==> src/rtl/sonic_vc_tx_width_adapter_p0.sv <==
// 128-bit to 64-bit Avalon-ST TX width adapter with a two-slot skid buffer,
// configurable inter-packet gap after every eop, and packet/error counters.
module sonic_vc_tx_width_adapter_p0 #(
    parameter int GAP_W = 4,
    parameter int CNT_W = 32
) (
    input  logic             wrclock,
    input  logic             reset_n,
    output logic             avalonst_sink_ready,
    input  logic             avalonst_sink_valid,
    input  logic [127:0]     avalonst_sink_data,
    input  logic [1:0]       avalonst_sink_empty,
    input  logic             avalonst_sink_startofpacket,
    input  logic             avalonst_sink_endofpacket,
    input  logic             avalonst_sink_error,
    input  logic             avalonst_source_ready,
    output logic             avalonst_source_valid,
    output logic [63:0]      avalonst_source_data,
    output logic             avalonst_source_empty,
    output logic             avalonst_source_startofpacket,
    output logic             avalonst_source_endofpacket,
    output logic             avalonst_source_error,
    input  logic [GAP_W-1:0] cfg_ipg,
    output logic [CNT_W-1:0] tx_pkt_count,
    output logic [CNT_W-1:0] tx_err_count,
    output logic [1:0]       debug_state
);

    localparam logic [1:0] ST_IDLE = 2'd0;
    localparam logic [1:0] ST_HI   = 2'd1;
    localparam logic [1:0] ST_LO   = 2'd2;
    localparam logic [1:0] ST_GAP  = 2'd3;

    // Slot layout: [132] error, [131] eop, [130] sop, [129:128] empty, [127:0] data.
    logic [132:0]     h_slot, s_slot, in_beat;
    logic             h_valid, s_valid, req_d1;
    logic [1:0]       live_q;
    logic [1:0]       state, next_state, after_state;
    logic [GAP_W-1:0] gap_cnt, next_gap, after_gap;
    logic             live, two_halves, last_half, out_fire, h_free;
    logic [1:0]       room_used;

    // Handshakes: sink side has ready latency 1 (a beat may appear only in the
    // cycle after sink_ready was high, and is always taken); source side has
    // ready latency 0 (a half transfers when source_valid && source_ready).
    assign in_beat = {avalonst_sink_error, avalonst_sink_endofpacket,
                      avalonst_sink_startofpacket, avalonst_sink_empty,
                      avalonst_sink_data};

    // live goes high two edges after reset release, keeping both sides quiet meanwhile.
    assign live      = live_q[1];
    assign room_used = {1'b0, h_valid} + {1'b0, s_valid} + {1'b0, req_d1};
    assign avalonst_sink_ready = live && (room_used < 2'd2);

    assign two_halves = !h_slot[131] || !h_slot[129];
    assign last_half  = (state == ST_LO) || ((state == ST_HI) && !two_halves);
    assign out_fire   = avalonst_source_valid && avalonst_source_ready;
    assign h_free     = out_fire && last_half;

    assign avalonst_source_valid = live && ((state == ST_HI) || (state == ST_LO));
    assign avalonst_source_data  = !avalonst_source_valid ? 64'd0 :
                                   (state == ST_HI) ? h_slot[127:64] : h_slot[63:0];
    assign avalonst_source_startofpacket = avalonst_source_valid && (state == ST_HI) && h_slot[130];
    assign avalonst_source_endofpacket   = avalonst_source_valid && last_half && h_slot[131];
    assign avalonst_source_empty         = avalonst_source_endofpacket && h_slot[128];
    assign avalonst_source_error         = avalonst_source_valid && h_slot[132];
    assign debug_state                   = state;

    always_comb begin
        after_state = ST_IDLE;
        after_gap   = '0;
        if (h_slot[131] && (cfg_ipg != '0)) begin
            after_state = ST_GAP;
            after_gap   = cfg_ipg;
        end else if (s_valid || avalonst_sink_valid) begin
            after_state = ST_HI;
        end

        next_state = state;
        next_gap   = gap_cnt;
        case (state)
            ST_IDLE: begin
                if (h_valid || avalonst_sink_valid) next_state = ST_HI;
            end
            ST_HI: begin
                if (out_fire) begin
                    if (two_halves) begin
                        next_state = ST_LO;
                    end else begin
                        next_state = after_state;
                        next_gap   = after_gap;
                    end
                end
            end
            ST_LO: begin
                if (out_fire) begin
                    next_state = after_state;
                    next_gap   = after_gap;
                end
            end
            default: begin
                // A beat landing on the last gap cycle goes straight into H.
                if (gap_cnt <= GAP_W'(1)) begin
                    next_gap   = '0;
                    next_state = (h_valid || avalonst_sink_valid) ? ST_HI : ST_IDLE;
                end else begin
                    next_gap = gap_cnt - GAP_W'(1);
                end
            end
        endcase
    end

    always_ff @(posedge wrclock) begin
        if (!reset_n) begin
            h_slot       <= '0;
            s_slot       <= '0;
            h_valid      <= 1'b0;
            s_valid      <= 1'b0;
            req_d1       <= 1'b0;
            live_q       <= 2'b00;
            state        <= ST_IDLE;
            gap_cnt      <= '0;
            tx_pkt_count <= '0;
            tx_err_count <= '0;
        end else begin
            req_d1  <= avalonst_sink_ready;
            live_q  <= {live_q[0], 1'b1};
            state   <= next_state;
            gap_cnt <= next_gap;

            // S always holds the younger beat, so it refills H before a new arrival.
            if (h_free) begin
                if (s_valid) begin
                    h_slot <= s_slot;
                    if (avalonst_sink_valid) s_slot <= in_beat;
                    else                     s_valid <= 1'b0;
                end else if (avalonst_sink_valid) begin
                    h_slot <= in_beat;
                end else begin
                    h_valid <= 1'b0;
                end
            end else if (avalonst_sink_valid) begin
                if (!h_valid) begin
                    h_slot  <= in_beat;
                    h_valid <= 1'b1;
                end else begin
                    s_slot  <= in_beat;
                    s_valid <= 1'b1;
                end
            end

            if (h_free && h_slot[131]) begin
                tx_pkt_count <= tx_pkt_count + CNT_W'(1);
                if (h_slot[132]) tx_err_count <= tx_err_count + CNT_W'(1);
            end
        end
    end

endmodule

==> config.mk <==
export PLATFORM = sky130hd
export DESIGN_NAME = sonic_vc_tx_width_adapter_p0
export DESIGN_NICKNAME = d
export VERILOG_FILES = /design/src/rtl/sonic_vc_tx_width_adapter_p0.sv
export SDC_FILE = /design/constraint.sdc
export NUM_CORES = 1
export LEC_CHECK = 0
export ABC_CLOCK_PERIOD_IN_PS = 6200
export CAP_MARGIN = 30
export CORE_MARGIN = 1
export CORE_UTILIZATION = 58
export CTS_BUF_LIST = sky130_fd_sc_hd__clkbuf_8
export CTS_CLUSTER_SIZE = 10
export DETAILED_ROUTE_END_ITERATION = 10
export GPL_TIMING_DRIVEN = 0
export PLACE_DENSITY = 0.94
export SLEW_MARGIN = 30
export SYNTH_ARGS = -nofsm -noshare
export SYNTH_HDL_FRONTEND = slang
export SYNTH_SLANG_ARGS = --single-unit
export TNS_END_PERCENT = 5
==> constraint.sdc <==
create_clock -name wrclock -period 6.2 [get_ports wrclock]
set_clock_uncertainty 0.2 [all_clocks]
set_input_delay 0.62 -clock wrclock [delete_from_list [all_inputs] [get_ports wrclock]]
set_output_delay 0.62 -clock wrclock [all_outputs]
set_load 0.1 [all_outputs]
==> summary.md, run 1 <==
| Metric | Value |
|---|---|
| Outcome | `finished, final reports clean` |
| Wire length on met2 | `between 20000 and 25000 um` |
| Worst Setup Start Kind | `flop` |
| Yosys reg bits | `about 340` |
| Register area share after synthesis | `46.4%` |
| Final core occ | `between 70% and 80%` |
| Clock root buffer | `clkbuf_8` |
| Antenna violations before repair | `6` |
| Asr flop ratio synth | `0%` |
| Post-route clock period utilization | `around 82%` |
| Critical path type | `reg2out` |
| Leading post-synthesis cells by cell area | `dfxtp_1 46%, nand2_1 11%, o21ai_0 9.7%, a31oi_1 5.8%, nand3_1 5.3%` |
| Final Non-Filler Cells | `around 2.6k` |
| CP arrival | `about 4.3 ns` |
| DP HPWL | `33300 um` |
| CTS tree | `yes` |
| Vias | `about 16k` |
| Fin crit period | `5.09 ns` |
| Setup Viol. Count Final | `0` |
| Grt ovf | `0` |
| Ys Warns | `0` |
| Num CTS Buffers | `52` |
| Core area | `roughly 25000 um2` |
| Slew Limit Fails | `0` |
| Crit-path slowest cell | `clkdlybuf4s50_1` |
| IO Port Bufs | `about 280` |
| CTS H-tree lvls | `2` |
| # IOs | `about 280` |
| Top layer in use | `met5` |
| Synth area leader | `dfxtp_1` |
| Vias in the first global route | `between 10k and 15k` |
| Post-synth EDFFs | `0` |
| Slew Limit Headroom | `between 30% and 40%` |
| Drt first pass iters | `6` |
| Leakage | `just under 7 nW` |
| Data required time at the worst endpoint | `about 5.4 ns` |
| Initial DRC Count | `about 2.1k` |
| Worst Path Max Fanout | `10` |
| Remaining DRCs | `0` |
| P per Cell Area | `roughly 290 nW/um2` |
| Post-cts sizing count | `0` |
| Largest net degree at the start of global routing | `15` |
| Clock slew at reported path FFs | `~0.06 ns` |
| WP buf/inv | `5` |
| Max Clock Freq | `approximately 200 MHz` |
| GR Util All Layers | `between 30% and 40%` |
| Die ar. | `26000 um2` |
| Postcts setup bufs | `0` |
| Metal3 WL | `between 4000 and 5000 um` |
| Layout cells sized above 1 | `5.60%` |
| RSZ-0062 raised after global routing | `no` |
| Post-Syn Area | `14700 um2` |
| RePlAce Congestion | `0.938` |
| WL met1 | `about 18000 um` |
| CTS Buffer Depth | `3` |
| Worst path cell trace | `inv_1, ha_1, buf_2, buf_1, clkbuf_1, mux2i_1, nor2_1, clkdlybuf4s50_1` |
| Synth top area share | `46.4%` |
| Worst slew pin tran | `between 1 and 1.5 ns` |
| Final ANT Viol Nets | `0` |
| First-pass GRT wire length | `about 74000 um` |
| Largest stage delay, worst path | `~1.1 ns` |
| Placed Instances | `about 2.5k` |
| Final WL | `about 47000 um` |
| Synth Area per Inst | `7.75 um2` |
| CTS sink count | `between 300 and 400` |
| Die span in x | `between 150 and 200 um` |
| Initial core utilization | `59.8%` |
| Syn Inst Count | `1897` |
| Max-Cap Viols | `0` |
| Post-synthesis net count | `~2k` |
| Worst vdd ir | `~0.19 mV` |
| Worst setup EP type | `output port` |
| Post-synth cell types | `44` |
| Hold_buf cts | `0` |
| Min-Delay Path Class | `reg2reg` |
| Top FF cell, synth | `dfxtp_1` |
| Die Ht | `around 160 um` |
| Setup_tns | `0 ns` |
| Drt wl/cell | `18.3 um` |
| Core Rows | `57` |
| Reg2reg setup slack | `2.25 ns` |
| NumNets Final | `about 2.4k` |
| Power, Total | `5.51 mW` |
| Area Growth Syn to Fin | `29.3%` |
| Via/cell ratio | `between 6 and 7` |
| Cell family with most CP delay | `buffers and inverters` |
| Final Hold Fails | `0` |
| Clock latency on the worst-skew pair | `about 0.6 ns` |
==> layout make-up <==
class | instances | area, um2
multi-input cells | 1376 | 7160
flip-flops and latches | 341 | 6830
fillers | 1637 | 5590
repair buffers | 276 | 2760
clock buffers | 69 | 950
plain buffers | 162 | 657
well taps | 324 | 405
clock inverters | 25 | 176
inverters | 18 | 67.6
diodes | 4 | 10.0
==> layout by cell type (no fill, tap or decap), types with 3 or more instances in the layout <==
cell	Yosys	routed
buf_4	3	3
nor2_1	120	120
mux2i_1	65	65
ha_1	9	9
clkbuf_8	0	69
a211oi_1	3	3
nor3_1	5	5
and2_1	5	5
dfxtp_1	341	341
or4_1	4	4
buf_2	24	25
a21oi_1	31	30
buf_1	5	5
nor4_1	8	8
nand3_1	156	156
xor2_1	26	26
clkdlybuf4s50_1	0	275
xnor2_1	16	16
o31ai_1	4	4
and4_1	8	8
nand2_1	426	426
o21ai_0	285	285
a31o_2	3	3
diode_2	0	4
nand4_1	21	21
or3_1	16	16
a31oi_1	136	136
clkinv_2	0	11
inv_1	17	26
clkbuf_1	129	129
and3_1	10	10
==> routing by layer <==
metal | GRT usage [%] | vias to the layer above
met4 | 22.1 | 4
met5 | 0 | -
met3 | 6.96 | 245
met1 | 42.8 | 7265
met2 | 57.7 | 1023
li1 | - | 7242
==> power by group <==
group | switching (mW) | internal, mW
Sequential | 0.0721 | 2.30
Clock | 0.909 | 1.08
Combinational | 0.744 | 0.399
Total | 1.72 | 3.78
==> cell usage after synthesis (all sizes together), types with 7 or more instances <==
master,n
or3,16
a31oi,137
o21ai,285
nand2,426
nor3,7
nor2,120
nand3,156
buf,33
xor2,26
dfxtp,341
nand4,22
nor4,8
a21oi,31
ha,9
and4,8
mux2i,65
inv,18
and3,10
clkbuf,129
xnor2,16
==> cells by family after synthesis <==
kind of cell / after synthesis / synth area share [%]
compound gates: 474 / 17.8
xor+xnor: 42 / 2.50
fa+ha+maj: 9 / 0.766
buf+inv: 180 / 4.93
flops: 341 / 46.4
mux: 65 / 4.42
simple gates: 786 / 23.1
==> stage by stage <==
stage	hold WS (ns)	instance area (um2)	setup WS, ns
after floorplan	0.212	14700	1.27
after global placement	0.216	17900	1.89
after detailed placement	0.225	17900	1.82
after CTS	0.239	19000	1.18
after global routing	0.256	19000	0.983
final	0.238	19000	1.11
==> state kept, by name, indices dropped and copies added, names as in the netlist <==
register	cells
h_slot	133
s_slot	133
tx_err_count	32
tx_pkt_count	32
gap_cnt	4
debug_state	2
live_q	2
h_valid	1
req_d1	1
s_valid	1
==> path summary, 6_finish.rpt <==
check | cells past startpoint | start | endpoint
setup / recovery | 8 | debug_state[1]$_SDFFE_PN0P_ | avalonst_source_data[50]
setup reg to reg | 13 | debug_state[1]$_SDFFE_PN0P_ | s_slot[109]$_SDFFE_PN0P_
hold reg to reg | 1 | live_q[0]$_DFF_P_ | live_q[1]$_SDFF_PN0_
hold / removal | 1 | live_q[0]$_DFF_P_ | live_q[1]$_SDFF_PN0_
Note: power is estimated with default switching activity, not from simulation.
==> run 2: changes to the inputs <==
Settings changed: ABC_CLOCK_PERIOD_IN_PS 6200 to 4700, CORE_UTILIZATION 58 to 54, PLACE_DENSITY 0.94 to 0.88.
Clock period 6.2 ns to 4.7 ns, I/O delays scaled along.
==> run 2 against run 1 <==
Combinational power rose by 30%. Utilization is 6.2 points lower. Final area grew 0.24%. Sequential power is 32% higher. Register-to-register slack got worse by 1.5 ns. Via count fell by 1.9%. Non-clock buffer count did not move. Critical path depth is the same. First-iteration DRC count about the same.
==> summary.md, run 2 (same netlist as run 1, synthesis figures left out) <==
| Metric | Value |
|---|---|
| Outcome | `finished, final reports clean` |
| Initial core utilization | `a little over half` |
| Area Growth Syn to Fin | `29.6%` |
| # IOs | `around 280` |
| Post-route clock period utilization | `a little over nine tenths` |
| IO Port Bufs | `~280` |
| Data required time at the worst endpoint | `between 4 and 5 ns` |
| Final Hold Fails | `0` |
| CTS H-tree lvls | `2` |
| Core Rows | `60` |
| GR peak layer | `met2` |
| Power, Total | `7.37 mW` |
| GRT met3 Usage | `around 6.6%` |
| Seq pwr share | `a little over two fifths` |
| NumNets Final | `about 2.4k` |
| Combinational Power Share | `about a fifth` |
| CTS tree | `yes` |
| DP HPWL | `~33000 um` |
| Max Clock Freq | `216 MHz` |
| Setup_tns | `0 ns` |
| Vias in the first global route | `roughly 15k` |
| Setup Viol. Count Final | `0` |
| WP buf/inv | `5` |
| Die ar. | `roughly 28000 um2` |
| Antenna violations before repair | `6` |
| Worst slew pin tran | `1.03 ns` |
| RePlAce Congestion | `about 0.94` |
| Initial DRC Count | `roughly 2.1k` |
| Clock power frac | `37.5%` |
| Final WS setup | `0.0754 ns` |
| Num CTS Buffers | `55` |
| First-pass GRT wire length | `73100 um` |
| Die Ht | `between 150 and 200 um` |
| Fin crit period | `4.62 ns` |
| Final core occ | `71.1%` |
| CP arrival | `just under 4 ns` |
| Vias | `15.5k` |
| Cell family with most CP delay | `buffers and inverters` |
| Leakage | `between 7 and 8 nW` |
| Via/cell ratio | `5.90` |
| Slew Limit Headroom | `slightly above 30%` |
| Max-Cap Viols | `0` |
| CTS sink count | `341` |
| Worst setup EP type | `output port` |
| Clock root buffer | `clkbuf_8` |
| Min-Delay Path Class | `in2reg` |
| Clock latency on the worst-skew pair | `~0.60 ns` |
| RSZ-0062 raised after global routing | `yes` |
| P_int | `between 5 and 6 mW` |
| Largest stage delay, worst path | `0.98 ns` |
| Worst path cell trace | `inv_1, ha_1, buf_4, nand2_1, clkbuf_1, buf_1, nor2_1, clkdlybuf4s50_1` |
| Slew Limit Fails | `0` |
| GR Util All Layers | `32.4%` |
| Critical path type | `reg2out` |
| Most frequent cells in the layout | `426 x nand2_1, 341 x dfxtp_1, 285 x o21ai_0` |
| Post-place setup slack | `approximately 0.51 ns` |
| Drt first pass iters | `8` |
| CTS Buffer Depth | `3` |
| Drt wl/cell | `17.8 um` |
| P per Cell Area | `387 nW/um2` |
| Worst Setup Start Kind | `flop` |
| Regs by FF count | `h_slot: 133 flops, s_slot: 133 flops` |
| Layout cells sized above 1 | `between 5 and 6%` |
| Worst Path Max Fanout | `10` |
| Remaining DRCs | `0` |
| Hold_buf cts | `0` |
| Final WL | `between 40000 and 50000 um` |
| Worst vdd ir | `between 0.3 and 0.4 mV` |
| Crit-path slowest cell | `clkdlybuf4s50_1` |
| M2 GR Usage | `a little over half` |
| Final ANT Viol Nets | `0` |
| Grt ovf | `0` |
| Largest net degree at the start of global routing | `15` |
| Met1 Resource Use GR | `between 30 and 40%` |
| Switch share | `a little under a third` |
| NetSw | `approximately 2.3 mW` |
| Commonest non-fill, non-tap cell in the layout | `nand2_1` |
| Core area | `approximately 27000 um2` |
| Die span in x | `167 um` |
| Clock slew at reported path FFs | `approximately 0.060 ns` |
## run 2: worst paths after layout
path / start / to / slack [ns] / depth (start not counted)
worst max-delay path: debug_state[0]$_SDFFE_PN0P_ / avalonst_source_data[13] / 0.08 / 8
worst min register to register: live_q[0]$_DFF_P_ / live_q[1]$_SDFF_PN0_ / 0.24 / 1
worst min-delay path: reset_n / live_q[0]$_DFF_P_ / 0.18 / 1
worst max register to register: debug_state[0]$_SDFFE_PN0P_ / h_slot[73]$_SDFFE_PN0P_ / 0.79 / 12
## run 2: metal layers
metal	wire, um	up-vias
li1	-	7265
met1	18100	7137
met2	21400	897
met3	4790	185
met4	2420	2
met5	12	-
## run 2: power by group through the flow
| stage | clock (mW) | combinational, mW | sequential [mW] |
|---|---|---|---|
| after floorplan | 0 | 0.972 | 3.21 |
| after global placement | 0 | 1.43 | 3.18 |
| after detailed placement | 0 | 1.46 | 3.18 |
| after CTS | 2.75 | 1.46 | 3.12 |
| after global routing | 2.89 | 1.58 | 3.14 |
| final | 2.76 | 1.48 | 3.13 |
## run 2: stage by stage
stage          area (um2)  hold WS [ns]  std cells
6_report            19100         0.184       2623
5_1_grt             19000         0.190       2619
4_1_cts             19000         0.182       2617
3_5_place_dp        17900         0.223       2514
3_3_place_gp        17900         0.215       2514
2_1_floorplan       14700         0.212       1897
## run 2: timing repair
| item | 4_1_cts | 5_1_grt |
|---|---|---|
| gates resized for setup | 48 | 7 |
| buffers inserted | 0 | 0 |
| endpoints found under the setup margin | 48 | 7 |
| pin swaps | 0 | 0 |
## run 2: cell type report
type / count / area, um2
fill: 2048 / 7740
multi-input combinational: 1376 / 7170
sequential: 341 / 6830
timing repair buffer: 276 / 2690
clock buffer: 71 / 977
buffer: 162 / 657
tap: 341 / 427
clock inverter: 32 / 226
inverter: 18 / 67.6
antenna: 6 / 15.0
==> run 3: changes to the inputs <==
Settings changed: CELL_PAD_IN_SITES_DETAIL_PLACEMENT set to 1, CELL_PAD_IN_SITES_GLOBAL_PLACEMENT set to 1, CORE_UTILIZATION 54 to 39.
==> run 3 against run 2 <==
Critical path type unchanged. Largest cell class unchanged. Worst hold slack worse by 0.026 ns. Register-to-register slack worse by 0.20 ns. Global-route usage is 4.6 points lower. Routed wire length is 16% higher. Sequential power hardly changed. Critical endpoint is now avalonst_source_data[53]. Final area is 0.24% higher.
==> summary.md, run 3 (same netlist as run 1, synthesis figures left out) <==
| Metric | Value |
|---|---|
| IO Port Bufs | `276` |
| Critical path type | `reg2out` |
| Final Hold Fails | `0` |
| Num CTS Buffers | `between 50 and 60` |
| Remaining DRCs | `0` |
| Initial core utilization | `around two fifths` |
| CTS H-tree lvls | `2` |
| Area Growth Syn to Fin | `29.9%` |
| Initial DRC Count | `920` |
| Die span in x | `196 um` |
| Die Ht | `196 um` |
| Hold_buf cts | `0` |
| CP arrival | `3.92 ns` |
| Worst Setup Start Kind | `flop` |
| Clock root buffer | `clkbuf_8` |
| Data required time at the worst endpoint | `a little over 4 ns` |
| Hold Crit Depth | `1` |
| Final ANT Viol Nets | `0` |
| Largest net degree at the start of global routing | `17` |
| CTS Buffer Depth | `3` |
| CTS sink count | `341` |
| Setup_tns | `0 ns` |
| Reg2reg end | `s_slot[107]$_SDFFE_PN0P_` |
| Regs by FF count | `h_slot: 133 flops, s_slot: 133 flops` |
| P per Cell Area | `between 300 and 400 nW/um2` |
| Core Rows | `70` |
| CTS tree | `yes` |
| Worst setup path start | `debug_state[1]$_SDFFE_PN0P_` |
| Drt wl/cell | `approximately 20 um` |
| Fin crit period | `between 4 and 5 ns` |
| Min-Delay Path Class | `in2reg` |
| DP HPWL | `~40000 um` |
| Via/cell ratio | `~5.5` |
| Max Clock Freq | `approximately 220 MHz` |
| Vias in the first global route | `16.2k` |
| RePlAce Congestion | `0.881` |
| Reg area | `slightly below 7000 um2` |
| Slew Limit Fails | `0` |
| Final WL | `about 54000 um` |
| Worst slew pin tran | `1.04 ns` |
| Layout cells sized above 1 | `under 10%` |
| Vias | `between 15k and 20k` |
| Outcome | `finished, final reports clean` |
| First-pass GRT wire length | `85300 um` |
| RSZ-0062 raised after global routing | `yes` |
| Reg2reg start | `debug_state[0]$_SDFFE_PN0P_` |
| Drt first pass iters | `5` |
| Leakage | `between 6 and 7 nW` |
| Post-route clock period utilization | `a little over nine tenths` |
| Clock slew at reported path FFs | `~0.060 ns` |
| Filler cells | `approximately 4.6k` |
| Hold Path Origin | `reset_n` |
| R2R cell count | `13` |
| Clock latency on the worst-skew pair | `just over 0.6 ns` |
| Hold worst-path end | `live_q[0]$_DFF_P_` |
| Slew Limit Headroom | `between 30% and 40%` |
| Multi-input gate area | `a little over 7000 um2` |
| NumNets Final | `2383` |
| Core area | `36900 um2` |
| Commonest non-fill, non-tap cell in the layout | `nand2_1` |
| GR Util All Layers | `between 20% and 30%` |
| Max-Cap Viols | `0` |
| Die ar. | `38500 um2` |
| # IOs | `approximately 280` |
| Min Hold Slack | `between 0.15 and 0.2 ns` |
| Antenna violations before repair | `11` |
| Most frequent cells in the layout | `426 x nand2_1, 341 x dfxtp_1, 285 x o21ai_0` |
| Worst setup EP type | `output port` |
| Reg2reg setup slack | `between 0.5 and 0.6 ns` |
| Worst Path Max Fanout | `10` |
| Setup Viol. Count Final | `0` |
| Grt ovf | `0` |
| Worst vdd ir | `between 0.2 and 0.25 mV` |
[run 3: where the power goes]
part | switching (mW) | internal (mW) | total (mW)
combinational | 1.02 | 0.515 | 1.54
clock | 1.24 | 1.40 | 2.65
sequential | 0.0936 | 3.04 | 3.13
[run 3: layer usage]
metal	vias up	share of wire [%]	GRT usage, %
li1	7253	-	-
met1	7389	42	32.8
met2	495	48	48.6
met3	153	5.8	5.28
met4	14	4.1	12.9
met5	-	0.18	0
[run 3: repair_timing]
action | CTS | global route
pin swaps | 0 | 0
gates resized for setup | 49 | 65
buffers inserted | 0 | 0
setup endpoints to repair | 49 | 38
[run 3: final cells by class]
type	count	area share (%)
multi-input cells	1376	37.5
flip-flops and latches	341	35.7
repair buffers	276	13.6
clock buffers	74	5.33
plain buffers	162	3.45
well taps	504	3.30
clock inverters	27	0.681
inverters	18	0.354
diodes	5	0.0655
[run 3: per-stage QoR]
| stage | utilization (%) | std cells | total power, mW | cell area (um2) | setup WS [ns] |
|---|---|---|---|---|---|
| after global placement | 49.1 | 2677 | 4.65 | 18100 | 0.480 |
| after detailed placement | 49.1 | 2677 | 4.71 | 18100 | 0.442 |
| final | 51.8 | 2783 | 7.32 | 19100 | 0.110 |
| after global routing | 51.8 | 2779 | 7.60 | 19100 | -0.0778 |
| after CTS | 52.0 | 2778 | 7.34 | 19200 | 0.0882 |
| after floorplan | - | 1897 | 4.19 | 14700 | 0.214 |
[run 3: worst max-delay path by stage]
stage / to / slack, ns / cells past startpoint
final: avalonst_source_data[53] / 0.11 / 8
after global routing: avalonst_source_data[53] / -0.08 / 8
after CTS: avalonst_source_data[60] / 0.09 / 8
after detailed placement: avalonst_source_data[60] / 0.44 / 8
after global placement: avalonst_source_data[62] / 0.48 / 8
after floorplan: avalonst_source_empty / 0.21 / 7
[run 3: worst max-delay path: stages, from the launching register on]
cell             delay, ns
dfxtp_1               0.35
inv_1                 0.09
ha_1                  0.13
buf_2                 0.20
buf_1                 0.64
clkbuf_1              0.70
mux2i_1               0.20
nor2_1                0.12
clkdlybuf4s15_1       0.85
